<file path="src/rtl/ctrl_pkg.sv">
// ============================================================================
// Module      : ctrl_pkg
// Description : Shared state, opcode and ALU-control encodings for the
//               multicycle controller and the ALU-control block.
// Revision    : 1.0 - initial release
// ============================================================================
`default_nettype none

package ctrl_pkg;

    typedef enum logic [3:0] {
        ST_FETCH    = 4'd0,
        ST_DECODE   = 4'd1,
        ST_EXEC_R   = 4'd2,
        ST_EXEC_I   = 4'd3,
        ST_MEM_ADDR = 4'd4,
        ST_MEM_RD   = 4'd5,
        ST_MEM_WR   = 4'd6,
        ST_WB_ALU   = 4'd7,
        ST_WB_MEM   = 4'd8,
        ST_BRANCH   = 4'd9,
        ST_JUMP     = 4'd10,
        ST_JAL      = 4'd11
    } state_t;

    localparam logic [5:0] c_op_rtype = 6'b000000;
    localparam logic [5:0] c_op_addi  = 6'b001000;
    localparam logic [5:0] c_op_slti  = 6'b001010;
    localparam logic [5:0] c_op_lw    = 6'b100011;
    localparam logic [5:0] c_op_sw    = 6'b101011;
    localparam logic [5:0] c_op_beq   = 6'b000100;
    localparam logic [5:0] c_op_j     = 6'b000010;
    localparam logic [5:0] c_op_jal   = 6'b000011;

    localparam logic [2:0] c_alu_add   = 3'b010;
    localparam logic [2:0] c_alu_rtype = 3'b011;
    localparam logic [2:0] c_alu_sub   = 3'b110;
    localparam logic [2:0] c_alu_slt   = 3'b111;

    localparam logic [1:0] c_pc_src_alu  = 2'b00;
    localparam logic [1:0] c_pc_src_aout = 2'b01;
    localparam logic [1:0] c_pc_src_jump = 2'b10;

    localparam logic [1:0] c_src_b_rt    = 2'b00;
    localparam logic [1:0] c_src_b_four  = 2'b01;
    localparam logic [1:0] c_src_b_imm   = 2'b10;
    localparam logic [1:0] c_src_b_shimm = 2'b11;

    localparam logic [1:0] c_dst_rt = 2'b00;
    localparam logic [1:0] c_dst_rd = 2'b01;
    localparam logic [1:0] c_dst_ra = 2'b10;

    localparam logic [1:0] c_wd_alu = 2'b00;
    localparam logic [1:0] c_wd_mdr = 2'b01;
    localparam logic [1:0] c_wd_pc  = 2'b10;

    // Unknown opcodes map to ST_FETCH, which the controller treats as illegal.
    function automatic state_t decode_next(input logic [5:0] op);
        case (op)
            c_op_rtype:          return ST_EXEC_R;
            c_op_addi, c_op_slti: return ST_EXEC_I;
            c_op_lw, c_op_sw:    return ST_MEM_ADDR;
            c_op_beq:            return ST_BRANCH;
            c_op_j:              return ST_JUMP;
            c_op_jal:            return ST_JAL;
            default:             return ST_FETCH;
        endcase
    endfunction

endpackage

`default_nettype wire

</file>
<file path="src/rtl/mem_wait_cnt.sv">
// ============================================================================
// Module      : mem_wait_cnt
// Description : Memory wait counter; counts while inc_i is high, otherwise
//               clears, and flags when MEM_TIMEOUT cycles have elapsed.
// Revision    : 1.0 - initial release
// ============================================================================
`default_nettype none

module mem_wait_cnt #(
    parameter int MEM_TIMEOUT = 16
) (
    input  logic clk_i,
    input  logic rst_i,
    input  logic inc_i,
    output logic expired_o
);

    localparam int CNT_W = $clog2(MEM_TIMEOUT + 1);

    logic [CNT_W-1:0] r_count;

    always_ff @(posedge clk_i) begin
        if (rst_i) begin
            r_count <= '0;
        end else if (inc_i) begin
            r_count <= r_count + CNT_W'(1);
        end else begin
            r_count <= '0;
        end
    end

    assign expired_o = (r_count == CNT_W'(MEM_TIMEOUT));

endmodule

`default_nettype wire

</file>
<file path="src/rtl/multicycle_ctrl.sv">
// ============================================================================
// Module      : multicycle_ctrl
// Description : Multicycle MIPS-style main controller FSM with bounded
//               memory waits.
// Revision    : 1.0 - initial release
// ============================================================================
`default_nettype none

module multicycle_ctrl
    import ctrl_pkg::*;
#(
    parameter int OP_W        = 6,
    parameter int ALUOP_W     = 3,
    parameter int MEM_TIMEOUT = 16
) (
    input  logic               clk_i,
    input  logic               rst_i,
    input  logic [OP_W-1:0]    instr_op_i,
    input  logic               mem_ack_i,
    output logic               mem_req_o,
    output logic               mem_we_o,
    output logic               i_or_d_o,
    output logic               ir_write_o,
    output logic               pc_write_o,
    output logic               pc_write_cond_o,
    output logic [1:0]         pc_src_o,
    output logic               alu_src_a_o,
    output logic [1:0]         alu_src_b_o,
    output logic [ALUOP_W-1:0] alu_op_o,
    output logic               reg_write_o,
    output logic [1:0]         reg_dst_o,
    output logic [1:0]         mem_to_reg_o,
    output logic               illegal_o,
    output logic               timeout_o,
    output logic [3:0]         state_o
);

    state_t     r_state;
    state_t     w_state_next;
    state_t     w_decoded;
    logic [5:0] w_op;
    logic       r_is_rtype;
    logic       r_is_slti;
    logic       r_is_sw;
    logic       w_wait_state;
    logic       w_expired;
    logic       w_timeout;
    logic       w_cnt_inc;
    logic [2:0] w_alu_op;

    assign w_op      = 6'(instr_op_i);
    assign w_decoded = decode_next(w_op);

    assign w_wait_state = (r_state == ST_FETCH) || (r_state == ST_MEM_RD) ||
                          (r_state == ST_MEM_WR);
    // A late ack on the expiry cycle still wins over the timeout.
    assign w_timeout = w_wait_state && w_expired && !mem_ack_i;
    assign w_cnt_inc = w_wait_state && !mem_ack_i && !w_expired;

    mem_wait_cnt #(
        .MEM_TIMEOUT (MEM_TIMEOUT)
    ) u_mem_wait_cnt (
        .clk_i     (clk_i),
        .rst_i     (rst_i),
        .inc_i     (w_cnt_inc),
        .expired_o (w_expired)
    );

    always_ff @(posedge clk_i) begin
        if (rst_i) begin
            r_state    <= ST_FETCH;
            r_is_rtype <= 1'b0;
            r_is_slti  <= 1'b0;
            r_is_sw    <= 1'b0;
        end else begin
            r_state <= w_state_next;
            if (r_state == ST_DECODE) begin
                r_is_rtype <= (w_op == c_op_rtype);
                r_is_slti  <= (w_op == c_op_slti);
                r_is_sw    <= (w_op == c_op_sw);
            end
        end
    end

    always_comb begin
        w_state_next    = r_state;
        mem_req_o       = 1'b0;
        mem_we_o        = 1'b0;
        i_or_d_o        = 1'b0;
        ir_write_o      = 1'b0;
        pc_write_o      = 1'b0;
        pc_write_cond_o = 1'b0;
        pc_src_o        = c_pc_src_alu;
        alu_src_a_o     = 1'b0;
        alu_src_b_o     = c_src_b_rt;
        w_alu_op        = 3'b000;
        reg_write_o     = 1'b0;
        reg_dst_o       = c_dst_rt;
        mem_to_reg_o    = c_wd_alu;
        illegal_o       = 1'b0;
        timeout_o       = 1'b0;

        case (r_state)
            ST_FETCH: begin
                if (w_timeout) begin
                    timeout_o    = 1'b1;
                    w_state_next = ST_FETCH;
                end else begin
                    mem_req_o   = 1'b1;
                    alu_src_b_o = c_src_b_four;
                    w_alu_op    = c_alu_add;
                    if (mem_ack_i) begin
                        ir_write_o   = 1'b1;
                        pc_write_o   = 1'b1;
                        w_state_next = ST_DECODE;
                    end
                end
            end
            ST_DECODE: begin
                alu_src_b_o  = c_src_b_shimm;
                w_alu_op     = c_alu_add;
                w_state_next = w_decoded;
                illegal_o    = (w_decoded == ST_FETCH);
            end
            ST_EXEC_R: begin
                alu_src_a_o  = 1'b1;
                w_alu_op     = c_alu_rtype;
                w_state_next = ST_WB_ALU;
            end
            ST_EXEC_I: begin
                alu_src_a_o  = 1'b1;
                alu_src_b_o  = c_src_b_imm;
                w_alu_op     = r_is_slti ? c_alu_slt : c_alu_add;
                w_state_next = ST_WB_ALU;
            end
            ST_WB_ALU: begin
                reg_write_o  = 1'b1;
                reg_dst_o    = r_is_rtype ? c_dst_rd : c_dst_rt;
                w_state_next = ST_FETCH;
            end
            ST_MEM_ADDR: begin
                alu_src_a_o  = 1'b1;
                alu_src_b_o  = c_src_b_imm;
                w_alu_op     = c_alu_add;
                w_state_next = r_is_sw ? ST_MEM_WR : ST_MEM_RD;
            end
            ST_MEM_RD, ST_MEM_WR: begin
                if (w_timeout) begin
                    timeout_o    = 1'b1;
                    w_state_next = ST_FETCH;
                end else begin
                    mem_req_o = 1'b1;
                    i_or_d_o  = 1'b1;
                    mem_we_o  = (r_state == ST_MEM_WR);
                    if (mem_ack_i) begin
                        w_state_next = (r_state == ST_MEM_RD) ? ST_WB_MEM : ST_FETCH;
                    end
                end
            end
            ST_WB_MEM: begin
                reg_write_o  = 1'b1;
                mem_to_reg_o = c_wd_mdr;
                w_state_next = ST_FETCH;
            end
            ST_BRANCH: begin
                alu_src_a_o     = 1'b1;
                w_alu_op        = c_alu_sub;
                pc_write_cond_o = 1'b1;
                pc_src_o        = c_pc_src_aout;
                w_state_next    = ST_FETCH;
            end
            ST_JUMP: begin
                pc_write_o   = 1'b1;
                pc_src_o     = c_pc_src_jump;
                w_state_next = ST_FETCH;
            end
            ST_JAL: begin
                reg_write_o  = 1'b1;
                reg_dst_o    = c_dst_ra;
                mem_to_reg_o = c_wd_pc;
                pc_write_o   = 1'b1;
                pc_src_o     = c_pc_src_jump;
                w_state_next = ST_FETCH;
            end
            default: begin
                w_state_next = ST_FETCH;
            end
        endcase
    end

    assign alu_op_o = ALUOP_W'(w_alu_op);
    assign state_o  = r_state;

endmodule

`default_nettype wire

</file>
<file path="config.mk">
export PLATFORM = sky130hd
export DESIGN_NAME = multicycle_ctrl
export DESIGN_NICKNAME = d
export VERILOG_FILES = /design/src/rtl/ctrl_pkg.sv /design/src/rtl/mem_wait_cnt.sv /design/src/rtl/multicycle_ctrl.sv
export SDC_FILE = /design/constraint.sdc
export NUM_CORES = 1
export LEC_CHECK = 0
export BUFFER_PORTS_ARGS = -buffer_cell sky130_fd_sc_hd__buf_4
export CAP_MARGIN = 20
export CORE_ASPECT_RATIO = 2
export CORE_MARGIN = 8
export CORE_UTILIZATION = 30
export DETAILED_ROUTE_END_ITERATION = 10
export GPL_TIMING_DRIVEN = 0
export PLACE_DENSITY = 0.56
export RECOVER_POWER = 25
export SYNTH_ARGS = -nofsm -noshare
export SYNTH_HDL_FRONTEND = slang
export SYNTH_HIERARCHICAL = 1
export SYNTH_SLANG_ARGS = --single-unit
export TNS_END_PERCENT = 5
</file>
<file path="constraint.sdc">
create_clock -name clk_i -period 1.7 [get_ports clk_i]
set_input_delay 0.085 -clock clk_i [delete_from_list [all_inputs] [get_ports clk_i]]
set_output_delay 0.085 -clock clk_i [all_outputs]
set_load 0.05 [all_outputs]
</file>
### Word-level counts from Yosys, hierarchy flattened

Index checks and enable logic that the tools add are counted.

| storage, ports and cells | value |
|---|---|
| flip-flop bits (word level) | 12 |

| operators by class | value |
|---|---|
| mux-type cells | 32 |
| reductions and logical operators | 23 |
| eq/ne operators | 21 |
| $add $sub $neg | 1 |
| bitwise gates (word level) | 1 |

Operators with widths:

| operator | count |
|---|---|
| $pmux 4 s6 | 1 |
| $mux 4 | 5 |
| $pmux 4 s5 | 1 |
| $eq 4x3->1 const B | 4 |
| $eq 4x4->1 const B | 4 |
| $mux 1 | 16 |
| $reduce_or 2->1 | 8 |
| $pmux 3 s5 | 1 |
| $eq 6x2->1 const B | 2 |
| $eq 6x4->1 const B | 2 |
| $eq 6x6->1 const B | 2 |
| $pmux 2 s2 | 3 |
| $eq 4x2->1 const B | 2 |
| $logic_not 4->1 | 2 |
| $eq 6x3->1 const B | 1 |
| $logic_not 6->1 | 1 |
| $ne 3x3->1 const B | 2 |
| $pmux 2 s3 | 1 |
| $reduce_or 3->1 | 2 |
| $add 5x1->5 const B | 1 |
| $eq 5x5->1 const B | 1 |
| $eq 4x1->1 const B | 1 |
| $logic_and 1x1->1 | 4 |
| $mux 2 | 2 |
| other kinds (7) | 9 |

### Depth between registers and ports, before layout

| depth | value |
|---|---|
| depth after elaboration | 7 |
| gate-level depth with buffers | 7 |
| gate-level depth less buffers | 7 |

### Cells and area by module

The synthesis kept the hierarchy.

Modules (own cells, without submodules):

| module | area each (µm²) | instances | cells an instance |
|---|---|---|---|
| multicycle_ctrl | 789.5 | 1 | 121 |
| mem_wait_cnt | 236.5 | 1 | 24 |

### Least setup slack after synthesis

Ideal clock, no wire load.

| timing | value |
|---|---|
| path type | register to output |
| from | register r_state[0], in the netlist state_o[0] |
| to | output alu_src_b_o[0] |
| arrival time | 3.426 ns |
| cell stages (with the launch flop) | 4 |
| path buffers | 1 |
| setup slack | -1.811 ns |
| cells stage by stage | dfxtp_1 > buf_2 > inv_1 > a2111oi_0 |

| on the way | value |
|---|---|
| longest elaborated chain between the ends | 7 |
| elaborated cells between the ends (all ways) | 13 |
| those cells by class | 5 x eq/ne; 2 x mux; 6 x reduce/logical |

Ends and longest elaborated chain:

| element | RTL line | RTL |
|---|---|---|
| start, declared | multicycle_ctrl.sv:38 | `state_t r_state;` |
| start signal, assigned | multicycle_ctrl.sv:76 | `r_state <= w_state_next;` |
| $eq 4x3->1 or $logic_not 4->1 (tied branches) | multicycle_ctrl.sv:54, multicycle_ctrl.sv:103 |  |
| $logic_or 1x1->1 (2 in a row) | multicycle_ctrl.sv:54 | `assign w_wait_state = (r_state == ST_FETCH) \|\| (r_state == ST_MEM_RD) \|\|` |
| $logic_and 1x1->1 (2 in a row) | multicycle_ctrl.sv:57 | `assign w_timeout = w_wait_state && w_expired && !mem_ack_i;` |
| $mux 1 | multicycle_ctrl.sv:105 | `if (w_timeout) begin` |
| $pmux 2 s3 * | multicycle_ctrl.sv:103 | `case (r_state)` |
| end, declared | multicycle_ctrl.sv:28 | `output logic [1:0] alu_src_b_o,` |

Every way passes the cells marked *; elsewhere a longest branch is shown, timed or not.

### Final worst setup path

| timing | value |
|---|---|
| from | register r_state[1], in the netlist state_o[1] |
| to | register r_state[3], in the netlist state_o[3] |

| on the way | value |
|---|---|
| longest elaborated chain between the ends | 7 |
| elaborated cells between the ends (all ways) | 21 |
| those cells by class | 8 x eq/ne; 5 x mux; 8 x reduce/logical |

Ends and longest elaborated chain:

| element | RTL line | RTL |
|---|---|---|
| $eq 4x3->1 or $logic_not 4->1 (tied branches) | multicycle_ctrl.sv:54, multicycle_ctrl.sv:103, multicycle_ctrl.sv:156 |  |
| $logic_or 1x1->1 (2 in a row) | multicycle_ctrl.sv:54 |  |
| $logic_and 1x1->1 (2 in a row) | multicycle_ctrl.sv:57 |  |
| $mux 4 (tied with other cells) | multicycle_ctrl.sv:148 | `if (w_timeout) begin` |
| $pmux 4 s5 or $reduce_and 2->1 (tied branches) | -- |  |

Several ways; a longest one is shown, not always the timed one. The select of a mux whose other input is x is not followed.
A chain may end at the register's enable or synchronous reset.

==> impl_metrics.yaml <==
outcome:
  status: "finished with violations"
  violations: "setup timing"
synth:
  synth_area_per_cell_um2: 7.08
  yosysSeqAreaShare_pct: 23.4
  synth_cells: 145
  synth_edf_count: 0
  synth_area_mm2: 0.00103
  ys_warn_count: 6
  ys_seq_elements: 12
  synthesis.nets: 156
  synthArstFlopShare_pct: 0
  synth.distinct_cells: 48
  synth_ff_type: "dfxtp_1"
setup_path:
  worstSetupPathType: "reg2reg"
  worst_r2r_path_depth: 6
  crit_arrival_ps: 2000
  crit_path_start_kind: "register"
  cp_slowest_cell: "or4b_4"
  path_max_fanout: 8
  cp_common_cell: "buf_6"
  required_ps: 1890
  cp-startpoint: "state_o[1]"
  slowest_delay_ps: 480
  path_cells: "buf_6, or4b_4, buf_6, or4_4, o32ai_2, and3_1"
  r2r_start: "state_o[1]"
  cp-end-kind: "register"
drt:
  drtIter0Drc: 57
  antenna_left: 0
  drc: 0
  routed_via_density: 5.63
  via_count: 1232
  drt_wl_total_um: 3590
  first_pass_iters: 4
  wl_per_cell_um: 16.4
grt:
  grt_pass1_wl_um: 5910
  grt_pass1_vias: 1225
  grt_overflow: 0
  grt_max_degree: 13
  grtUsageTotal_pct: 12.8
  antenna_found_initial: 0
min_path:
  hold_depth: 2
  worst_hold_startpoint: "rst_i"
  min_path_type: "in2reg"
die:
  fp-row-count: 30
  fp.coreArea_mm2: 0.00334
  start_util_pct: 30.7
  fp.dieW_um: 57.4
  ioPinCount: 34
  die_y_um: 98.7
  dieArea_mm2: 0.00566
pwr:
  pwr-share-comb_pct: 43.1
  switchingPower_mw: 0.447
  seqPwrFrac_pct: 27.7
  ir_worst_vdd_mv: 0.330
  swShare_pct: 39.7
  p_per_area_mw_per_mm2: 681
  clkPwrFrac_pct: 29.2
  leakage_nw: 0.665
  internal-power_mw: 0.678
clocking:
  postCtsHoldBufs: 0
  tritoncts: "done"
  numCtsBuffers: 3
  insertion_delay_ps: 250
  root_buffer: "clkbuf_8"
  cts_sinks: 12
  clock_path_buffers: 2
  htreeDepth: 1
  clk_pin_slew_ps: 60
final_layout:
  antenna_cells: 0
  fin_util_pct: 49.5
  nFillCells: 338
  design.final.nets: 199
  regArea_um2: 250
  area_growth_pct: 61.1
  layout-drive-gt1-share_pct: 44.9
  final_area_mm2: 0.00165
  layoutNonFillerInstCount: 219
  multiInputGateArea_um2: 880
placed_design:
  dpl_worst_slack_ps: -565
  place_area_mm2: 0.00138
  io_buffers: 29
  place_inst: 206
  place_congestion: 0.827
  hpwl_um: 2710
sta:
  timing.fmax_mhz: 554
  fin_ws_ps: -104
  whs_ps: 106
  worst_pin_slew_ps: 602
  fin_worst_skew_ps: 5.21
  rsz0062_at_grt: "yes"
  finalCritPeriodShare_pct: 106
  fin_crit_ps: 1800
  relSlewSlack_pct: 60.0
  hold_viol_final: 0
  slew_violations: 0
  finalSetupViolations: 6
flow_run:
  drv_cap: 0
==> cell families (layout without fill, tap and decap cells) <==
group | count (synthesis) | in the layout | share of synthesized area [%]
flip-flops | 12 | 12 | 23.4
buffers and inverters | 21 | 63 | 9.02
AND/OR/NAND/NOR | 73 | 73 | 38.2
AO/OA/AOI/OAI | 30 | 30 | 20.2
XOR/XNOR | 2 | 2 | 1.71
adder cells (fa/ha/maj) | 3 | 3 | 3.41
multiplexers | 4 | 4 | 4.02
==> metrics by stage <==
step / power [mW] / setup TNS [ps]
after floorplan: 0.615 / -2200
after global placement: 0.726 / -4710
after detailed placement: 0.729 / -4680
after CTS: 1.11 / -611
after global routing: 1.18 / -1280
final: 1.13 / -316
==> sequential cells by signal, indices dropped and copies added (netlist names) <==
name and count:
r_is_rtype 1, r_is_slti 1, r_is_sw 1, state_o 4, u_mem_wait_cnt/r_count 5
==> per-layer routing <==
layer  vias to the layer above  track usage [%]  part of all wire (%)
li1                        599                -                     -
met5                         -                0                     0
met2                        33             24.6                    57
met4                         0             3.89                   1.1
met1                       595             12.7                    37
met3                         5             3.13                   5.1
==> path summary, 6_finish.rpt <==
check / end / slack [ps]
setup / recovery: state_o[3] / -100
hold / removal: r_is_slti / 110
setup reg to reg: state_o[3] / -100
hold reg to reg: r_is_slti / 480
==> layout make-up <==
type | count | area share [%]
Timing Repair Buffer | 39 | 18.8
Sequential cell | 12 | 15.1
Buffer | 11 | 5.00
Tap cell | 32 | 2.42
Clock buffer | 4 | 3.33
Multi-Input combinational cell | 112 | 53.2
Inverter | 9 | 2.04
==> placed cells by master, fill, tap and decap left out, types with 4 or more instances in the layout <==
| cell | instances |
|---|---|
| inv_1 | 7 |
| buf_6 | 11 |
| nand2_1 | 12 |
| nor2_4 | 4 |
| clkbuf_8 | 5 |
| buf_4 | 29 |
| a21oi_1 | 6 |
| nor2_1 | 15 |
| dfxtp_1 | 6 |
| dfxtp_2 | 5 |
| clkbuf_1 | 7 |
==> power by group through the flow <==
stage	clock network (mW)	logic (mW)	registers [mW]
6_report	0.329	0.485	0.311
5_1_grt	0.354	0.516	0.313
4_1_cts	0.332	0.470	0.309
3_5_place_dp	0	0.422	0.307
3_3_place_gp	0	0.419	0.306
2_1_floorplan	0	0.290	0.325
==> synth_stat cells (3+ instances only) <==
| library cell | n | area share, % |
|---|---|---|
| mux2i_1 | 3 | 2.9 |
| dfxtp_1 | 12 | 23 |
| a21oi_1 | 8 | 3.9 |
| o21ai_0 | 5 | 2.4 |
| nor3_1 | 6 | 2.9 |
| clkbuf_1 | 8 | 2.9 |
| nand2_1 | 13 | 4.8 |
| and3_1 | 4 | 2.4 |
| nor2b_1 | 3 | 1.8 |
| nand3_1 | 3 | 1.5 |
| nand2b_1 | 4 | 2.4 |
| nor2_1 | 22 | 8.0 |
| inv_1 | 9 | 3.3 |
==> worst max-delay path, delay by kind of cell (launching register included) <==
kind	cells	cell delay, ps
AOI/OAI and AO/OA	1	90
buffers and inverters	2	280
DFF	1	320
and+or+nand+nor	3	1060
==> timing repair <==
item / CTS / global route
pin swaps: 9 / 5
gates resized for setup: 28 / 17
setup buffers: 7 / 3
setup endpoints to repair: 28 / 22
No activity file was read; power rests on OpenSTA's default activity.
